===== src/rtl/mealy_scan_ctrl_pkg.sv =====
// Shared types and constants for the word-level "01" scan controller.
// The count width is derived from the word width and cannot be overridden.
package mealy_scan_pkg;

  localparam int WIDTH_DEF = 8;

  typedef enum logic [1:0] {
    ST_IDLE   = 2'd0,
    ST_SHIFT  = 2'd1,
    ST_REPORT = 2'd2
  } state_e;

  // A word of 'width' bits holds at most width/2 "01" pairs, counting a chained first bit.
  function automatic int cnt_w(input int width);
    return $clog2(width / 2 + 1);
  endfunction

endpackage


===== src/rtl/mealy_scan_ctrl_if.sv =====
// Word-in / count-out handshake bundle between the producer/consumer and the controller.
// The master side offers words and takes results; the slave side is the controller.
interface mealy_scan_ctrl_if #(
  parameter int WIDTH = mealy_scan_pkg::WIDTH_DEF
);

  localparam int CNT_W = mealy_scan_pkg::cnt_w(WIDTH);

  logic             in_valid;
  logic             in_ready;
  logic [WIDTH-1:0] in_data;
  logic             in_chain;
  logic             res_valid;
  logic             res_ready;
  logic [CNT_W-1:0] res_count;

  modport master (
    output in_valid, in_data, in_chain, res_ready,
    input  in_ready, res_valid, res_count
  );

  modport slave (
    input  in_valid, in_data, in_chain, res_ready,
    output in_ready, res_valid, res_count
  );

endinterface


===== src/rtl/mealy_scan_ctrl_pattern01_detector.sv =====
// Single-bit Mealy "01" detector; prev_zero remembers that the last scanned bit was 0.
// History survives idle periods and is only cleared by clr or reset.
module pattern01_detector (
  input  logic clk,
  input  logic reset,
  input  logic clr,
  input  logic en,
  input  logic bit_in,
  output logic match
);

  logic prev_zero_q;

  // Detector history: clear wins over a scan step, otherwise hold while idle.
  always_ff @(posedge clk or negedge reset) begin
    if (!reset) begin
      prev_zero_q <= 1'b0;
    end else if (clr) begin
      prev_zero_q <= 1'b0;
    end else if (en) begin
      prev_zero_q <= ~bit_in;
    end else begin
      prev_zero_q <= prev_zero_q;
    end
  end

  assign match = prev_zero_q & bit_in & en;

endmodule


===== src/rtl/mealy_scan_ctrl.sv =====
// Accepts parallel words, scans them MSB-first through the "01" detector one bit per
// clock and returns the per-word detection count over a second valid/ready handshake.
module mealy_scan_ctrl
  import mealy_scan_pkg::*;
#(
  parameter int WIDTH = WIDTH_DEF
) (
  input  logic                   clk_i,
  input  logic                   rst_n_i,
  mealy_scan_ctrl_if.slave       bus,
  output logic                   busy_o,
  output logic                   det_bit_o,
  output logic                   det_match_o
);

  localparam int CNT_W = cnt_w(WIDTH);
  localparam int IDX_W = (WIDTH > 2) ? $clog2(WIDTH) : 1;
  localparam logic [IDX_W-1:0] LAST_IDX = IDX_W'(WIDTH - 1);

  state_e           state_q;
  logic [WIDTH-1:0] shift_q;
  logic [IDX_W-1:0] idx_q;
  logic [CNT_W-1:0] cnt_q;
  logic [CNT_W-1:0] res_count_q;
  logic             in_ready_q;
  logic             res_valid_q;
  logic             busy_q;

  logic accept;
  logic shifting;
  logic det_bit;
  logic det_clr;
  logic det_match;

  assign accept   = bus.in_valid & in_ready_q;
  assign shifting = (state_q == ST_SHIFT);
  assign det_bit  = shifting & shift_q[WIDTH-1];
  assign det_clr  = accept & ~bus.in_chain;

  pattern01_detector u_det (
    .clk    (clk_i),
    .reset  (rst_n_i),
    .clr    (det_clr),
    .en     (shifting),
    .bit_in (det_bit),
    .match  (det_match)
  );

  // Sequencer: state, shift register, bit index, running count and registered handshakes.
  always_ff @(posedge clk_i or negedge rst_n_i) begin
    if (!rst_n_i) begin
      state_q     <= ST_IDLE;
      shift_q     <= '0;
      idx_q       <= '0;
      cnt_q       <= '0;
      res_count_q <= '0;
      in_ready_q  <= 1'b1;
      res_valid_q <= 1'b0;
      busy_q      <= 1'b0;
    end else begin
      case (state_q)
        ST_IDLE: begin
          if (accept) begin
            shift_q    <= bus.in_data;
            idx_q      <= '0;
            cnt_q      <= '0;
            state_q    <= ST_SHIFT;
            in_ready_q <= 1'b0;
            busy_q     <= 1'b1;
          end
        end
        ST_SHIFT: begin
          shift_q <= {shift_q[WIDTH-2:0], 1'b0};
          idx_q   <= idx_q + 1'b1;
          cnt_q   <= cnt_q + CNT_W'(det_match);
          // The last bit's match is folded straight into the published count.
          if (idx_q == LAST_IDX) begin
            res_count_q <= cnt_q + CNT_W'(det_match);
            res_valid_q <= 1'b1;
            state_q     <= ST_REPORT;
          end
        end
        ST_REPORT: begin
          if (bus.res_ready) begin
            res_valid_q <= 1'b0;
            in_ready_q  <= 1'b1;
            busy_q      <= 1'b0;
            state_q     <= ST_IDLE;
          end
        end
        default: begin
          state_q     <= ST_IDLE;
          in_ready_q  <= 1'b1;
          res_valid_q <= 1'b0;
          busy_q      <= 1'b0;
        end
      endcase
    end
  end

  assign bus.in_ready  = in_ready_q;
  assign bus.res_valid = res_valid_q;
  assign bus.res_count = res_count_q;
  assign busy_o        = busy_q;
  assign det_bit_o     = det_bit;
  assign det_match_o   = det_match;

endmodule


===== src/flat_wrapper.sv =====
// flat-port wrapper written by rule: the top's interface ports become plain ports
module mealy_scan_ctrl_flat import mealy_scan_pkg::*;
#(
  parameter int WIDTH = WIDTH_DEF
)
  (clk_i, rst_n_i, busy_o, det_bit_o, det_match_o, bus_in_valid, bus_in_data, bus_in_chain, bus_res_ready, bus_in_ready, bus_res_valid, bus_res_count);
  mealy_scan_ctrl_if #(.WIDTH(WIDTH)) bus_i ();
  input  logic clk_i;
  input  logic rst_n_i;
  output logic busy_o;
  output logic det_bit_o;
  output logic det_match_o;
  input wire logic [$bits(bus_i.in_valid)-1:0] bus_in_valid;
  input wire logic [$bits(bus_i.in_data)-1:0] bus_in_data;
  input wire logic [$bits(bus_i.in_chain)-1:0] bus_in_chain;
  input wire logic [$bits(bus_i.res_ready)-1:0] bus_res_ready;
  output wire logic [$bits(bus_i.in_ready)-1:0] bus_in_ready;
  output wire logic [$bits(bus_i.res_valid)-1:0] bus_res_valid;
  output wire logic [$bits(bus_i.res_count)-1:0] bus_res_count;
  assign bus_i.in_valid = bus_in_valid;
  assign bus_i.in_data = bus_in_data;
  assign bus_i.in_chain = bus_in_chain;
  assign bus_i.res_ready = bus_res_ready;
  assign bus_in_ready = bus_i.in_ready;
  assign bus_res_valid = bus_i.res_valid;
  assign bus_res_count = bus_i.res_count;
  mealy_scan_ctrl #(.WIDTH(WIDTH)) u_core (.clk_i(clk_i), .rst_n_i(rst_n_i), .bus(bus_i), .busy_o(busy_o), .det_bit_o(det_bit_o), .det_match_o(det_match_o));
endmodule

===== config.mk =====
export PLATFORM = sky130hd
export DESIGN_NAME = mealy_scan_ctrl_flat
export DESIGN_NICKNAME = d
export VERILOG_FILES = /design/src/rtl/mealy_scan_ctrl_pkg.sv /design/src/rtl/mealy_scan_ctrl_if.sv /design/src/rtl/mealy_scan_ctrl_pattern01_detector.sv /design/src/rtl/mealy_scan_ctrl.sv /design/src/flat_wrapper.sv
export SDC_FILE = /design/constraint.sdc
export NUM_CORES = 1
export LEC_CHECK = 0
export CORE_ASPECT_RATIO = 0.8
export CORE_MARGIN = 2
export CORE_UTILIZATION = 50
export CTS_CLUSTER_DIAMETER = 200
export DETAILED_ROUTE_END_ITERATION = 7
export GPL_ROUTABILITY_DRIVEN = 0
export PLACE_DENSITY = 0.78
export SYNTH_ARGS = -nofsm -noshare
export SYNTH_HDL_FRONTEND = slang
export SYNTH_SLANG_ARGS = --single-unit

===== constraint.sdc =====
create_clock -name clk_i -period 2.5 [get_ports clk_i]
set_input_delay 0.375 -clock clk_i [delete_from_list [all_inputs] [get_ports clk_i]]
set_output_delay 0.375 -clock clk_i [all_outputs]
set_load 0.02 [all_outputs]

==> flow_summary.html <==
<table>
<tr><th>Metric</th><th>Value</th></tr>
<tr><th colspan="2">Worst setup path</th></tr>
<tr><td>Worst path arrival time</td><td>1.89 ns</td></tr>
<tr><td>CP required</td><td>2.12 ns</td></tr>
<tr><td>Kind of end point of the critical path</td><td>primary output</td></tr>
<tr><td>Critical Path Fanout Max</td><td>7</td></tr>
<tr><td>Critical Path Source Type</td><td>register</td></tr>
<tr><td>Type of the worst setup path</td><td>register to primary output</td></tr>
<tr><th colspan="2">Synthesis</th></tr>
<tr><td>Summed instance area of the synthesized netlist</td><td>1070 sq um</td></tr>
<tr><td>Portion of synthesized cell area occupied by the leading cell type</td><td>51.2%</td></tr>
<tr><td>Cell taking the most area after synthesis</td><td>dfrtp_1</td></tr>
<tr><td>Cell count after synthesis</td><td>94</td></tr>
<tr><td>Average footprint of a synthesized cell</td><td>11.4 sq um</td></tr>
<tr><td>Number of synthesized register bits</td><td>23</td></tr>
<tr><td>Area contributors post-synth</td><td>dfrtp_1 (51%), mux2i_1 (6.5%), o21ai_0 (5.6%), ha_1 (4.7%), mux2_2 (4.2%)</td></tr>
<tr><td>Share of synthesized area occupied by flip-flops and latches</td><td>53.7%</td></tr>
<tr><td>Yosys warning total</td><td>0</td></tr>
<tr><td>Post-synth cell types</td><td>29</td></tr>
<tr><td>Synthesized netlist net count</td><td>111</td></tr>
<tr><th colspan="2">Job</th></tr>
<tr><td>Max-cap violations</td><td>0</td></tr>
<tr><th colspan="2">CTS</th></tr>
<tr><td>TritonCTS clock tree</td><td>yes</td></tr>
<tr><td>Clock transition at the registers of the reported paths</td><td>0.12 ns</td></tr>
<tr><td>Clock buffers created by TritonCTS</td><td>3</td></tr>
<tr><td>Resized cells post-CTS</td><td>0</td></tr>
<tr><td>CTS root buffer</td><td>clkbuf_4</td></tr>
<tr><td>Clk buf depth</td><td>2</td></tr>
<tr><td>CTS sink cnt</td><td>23</td></tr>
<tr><td>CTS H-tree lvls</td><td>1</td></tr>
<tr><td>Post-CTS setup repair buffer count</td><td>0</td></tr>
<tr><td>Insertion delay of the later-clocked pin in the worst-skew pair</td><td>0.31 ns</td></tr>
<tr><td>Cts hold-fix bufs</td><td>0</td></tr>
<tr><th colspan="2">GRT</th></tr>
<tr><td>Total global-route track usage</td><td>19.3%</td></tr>
<tr><td>Antenna violations before repair</td><td>0</td></tr>
<tr><td>Number of global-route vias before repair</td><td>776</td></tr>
<tr><td>First-pass GRT wire length</td><td>3.62 mm</td></tr>
<tr><td>Maximum number of pins on one net before global-route repair</td><td>24</td></tr>
<tr><td>Aggregate global routing overflow</td><td>0</td></tr>
<tr><th colspan="2">Floorplanning</th></tr>
<tr><td>Total die area</td><td>2540 sq um</td></tr>
<tr><td>Standard-cell row count</td><td>14</td></tr>
<tr><td>I/O Pins</td><td>21</td></tr>
<tr><td>Core region area</td><td>1960 sq um</td></tr>
<tr><td>Height of the chip</td><td>45.5 um</td></tr>
<tr><td>Overall die width</td><td>55.8 um</td></tr>
<tr><td>Initial Util</td><td>54.8%</td></tr>
<tr><th colspan="2">Routing</th></tr>
<tr><td>Via density</td><td>5.58</td></tr>
<tr><td>Drt wl/cell</td><td>14.5 um</td></tr>
<tr><td>Pre-Repair DR Iteration Count</td><td>4</td></tr>
<tr><td>ANT nets after route</td><td>0</td></tr>
<tr><td>Total routed wirelength</td><td>2.04 mm</td></tr>
<tr><td>Initial drt markers</td><td>17</td></tr>
<tr><td># DRC</td><td>0</td></tr>
<tr><td>Total number of vias</td><td>787</td></tr>
<tr><th colspan="2">STA</th></tr>
<tr><td>Setup repair after global routing missed its margin</td><td>false</td></tr>
<tr><td>Final setup TNS</td><td>0 ns</td></tr>
<tr><td>Headroom to the max-slew limit</td><td>73.7%</td></tr>
<tr><td>Post-layout worst setup margin</td><td>0.236 ns</td></tr>
<tr><td>Slew of the pin with the lowest slew margin</td><td>0.395 ns</td></tr>
<tr><td>Final setup skew</td><td>0.00427 ns</td></tr>
<tr><td>Timing-limited maximum frequency</td><td>442 MHz</td></tr>
<tr><td>Number of setup violations in the final report</td><td>0</td></tr>
<tr><td>Post-route fraction of the period consumed by the critical path</td><td>90.6%</td></tr>
<tr><td>Hold violation count in the final report</td><td>0</td></tr>
<tr><td>Min Clock Period, post-route</td><td>2.26 ns</td></tr>
<tr><td>Number of slew-limit violations in the final report</td><td>0</td></tr>
<tr><th colspan="2">Placed design</th></tr>
<tr><td>Count of buffers from port buffering</td><td>20</td></tr>
<tr><td>Total cell area at the placement stage</td><td>1290 sq um</td></tr>
<tr><td>DPL Wire Length</td><td>1.46 mm</td></tr>
<tr><td>Placement-stage worst setup slack</td><td>0.574 ns</td></tr>
<tr><th colspan="2">Outcome</th></tr>
<tr><td>Result of the run</td><td>completed</td></tr>
<tr><th colspan="2">Power and ir drop</th></tr>
<tr><td>Power Dens Cells</td><td>936 nW/um^2</td></tr>
<tr><td>Peak ir drop on the vdd network</td><td>0.000511 V</td></tr>
<tr><td>P_leak</td><td>0.584 nW</td></tr>
<tr><td>Overall power of the completed layout</td><td>1.23 mW</td></tr>
<tr><th colspan="2">Cells and area</th></tr>
<tr><td>Number of nets in the finished design</td><td>135</td></tr>
<tr><td>Core occupancy in the finished layout</td><td>67.0%</td></tr>
<tr><td>Final design instance area without fill</td><td>1310 sq um</td></tr>
<tr><td>Layout Area Growth over Synthesis</td><td>22.2%</td></tr>
<tr><td>Total inserted antenna cells</td><td>0</td></tr>
<tr><td>FF/Latch Area</td><td>577 sq um</td></tr>
<tr><td>Area occupied by multi-input gates</td><td>450 sq um</td></tr>
<tr><td>Share of layout cells above drive strength 1</td><td>11.1%</td></tr>
<tr><td>Fill count</td><td>157</td></tr>
<tr><th colspan="2">Hold path</th></tr>
<tr><td>Classification of the worst-slack hold path</td><td>input pin to asynchronous set/reset pin</td></tr>
</table>
[per-layer routing]
metal  share of wire [%]  routed length, um  global-route usage [%]
met5                   0                  0                       0
met3                 5.6                115                    7.10
met2                  44                906                    31.4
met1                  49                998                    24.9
met4                0.88                 18                    5.71
[placed cells by master, fill, tap and decap left out]
cell type / n
a21oi_1: 3
a21oi_2: 1
a22o_1: 4
a2bb2oi_1: 1
a31oi_1: 1
and2_1: 1
and3_1: 1
and4b_1: 1
buf_4: 3
clkbuf_1: 1
clkbuf_4: 3
clkdlybuf4s50_1: 20
dfrtp_1: 22
dfstp_2: 1
ha_1: 4
inv_1: 2
mux2_2: 4
mux2i_1: 7
nand2_1: 7
nand2b_1: 1
nand3b_1: 1
nor2_1: 3
nor2b_1: 2
nor2b_2: 1
o21ai_0: 12
o21ai_1: 7
o22ai_1: 1
o31a_1: 1
or2_1: 1
[worst max-delay path, cell delays in order, from the launching register on]
cell             delay [ns]
dfrtp_1                0.48
nor2b_2                0.28
and3_1                 0.22
clkdlybuf4s50_1        0.61
[flip-flops by register name, indices dropped and copies added (netlist names)]
register and count:
u_core.busy_o 1, u_core.u_det.prev_zero_q 1, u_core.state_q 2, u_core.cnt_q 3, u_core.bus.in_ready 1, u_core.bus.res_count 3
u_core.bus.res_valid 1, u_core.shift_q 8, u_core.idx_q 3
[Yosys cell counts (all sizes together)]
cell type,n
dfrtp,22
o21ai,19
mux2i,7
nand2,7
a21oi,4
a22o,4
ha,4
mux2,4
buf,3
nor2,3
nor2b,3
inv,2
a2bb2oi,1
a31oi,1
and2,1
and3,1
and4b,1
clkbuf,1
dfstp,1
nand2b,1
nand3b,1
o22ai,1
o31a,1
or2,1
[final cells by class]
type,count,share of cell area [%]
multi-input cells,65,34.3
inverters,2,0.571
repair buffers,23,17.0
flip-flops and latches,23,43.9
well taps,24,2.29
clock buffers,4,2.00
[worst paths after layout]
kind | startpoint | to | slack (ns) | cells past startpoint
max | u_core.state_q[0] | det_match_o | 0.24 | 3
min | rst_n_i | u_core.shift_q[3] | 0.40 | 2
max reg2reg | u_core.state_q[0] | u_core.cnt_q[2] | 0.66 | 7
min reg2reg | u_core.cnt_q[0] | u_core.cnt_q[0] | 0.52 | 1
max in group asynchronous | rst_n_i | u_core.bus.in_ready | 1.82 | 2
min in group clk_i | u_core.cnt_q[0] | u_core.cnt_q[0] | 0.52 | 1
[cells by family (layout without fill, tap and decap cells)]
family,Yosys count,after routing,synth area share (%)
buffers and inverters,6,29,4.42
muxes,11,11,10.7
and+or+nand+nor,19,19,9.43
adders and majority gates,4,4,4.66
DFF,23,23,53.7
AOI/OAI and AO/OA,31,31,17.1
[where the power goes]
part,switching [mW],total [mW],internal [mW]
Clock,0.104,0.167,0.0623
Sequential,0.0850,0.597,0.512
Combinational,0.229,0.466,0.237
Total,0.419,1.23,0.811
[metrics by stage]
stage / instances / hold slack [ns]
2_1_floorplan: 94 / 0.0794
3_3_place_gp: 137 / 0.490
3_5_place_dp: 137 / 0.486
4_1_cts: 141 / 0.403
5_1_grt: 141 / 0.418
6_report: 141 / 0.405
No activity file was read; power rests on OpenSTA's default activity.
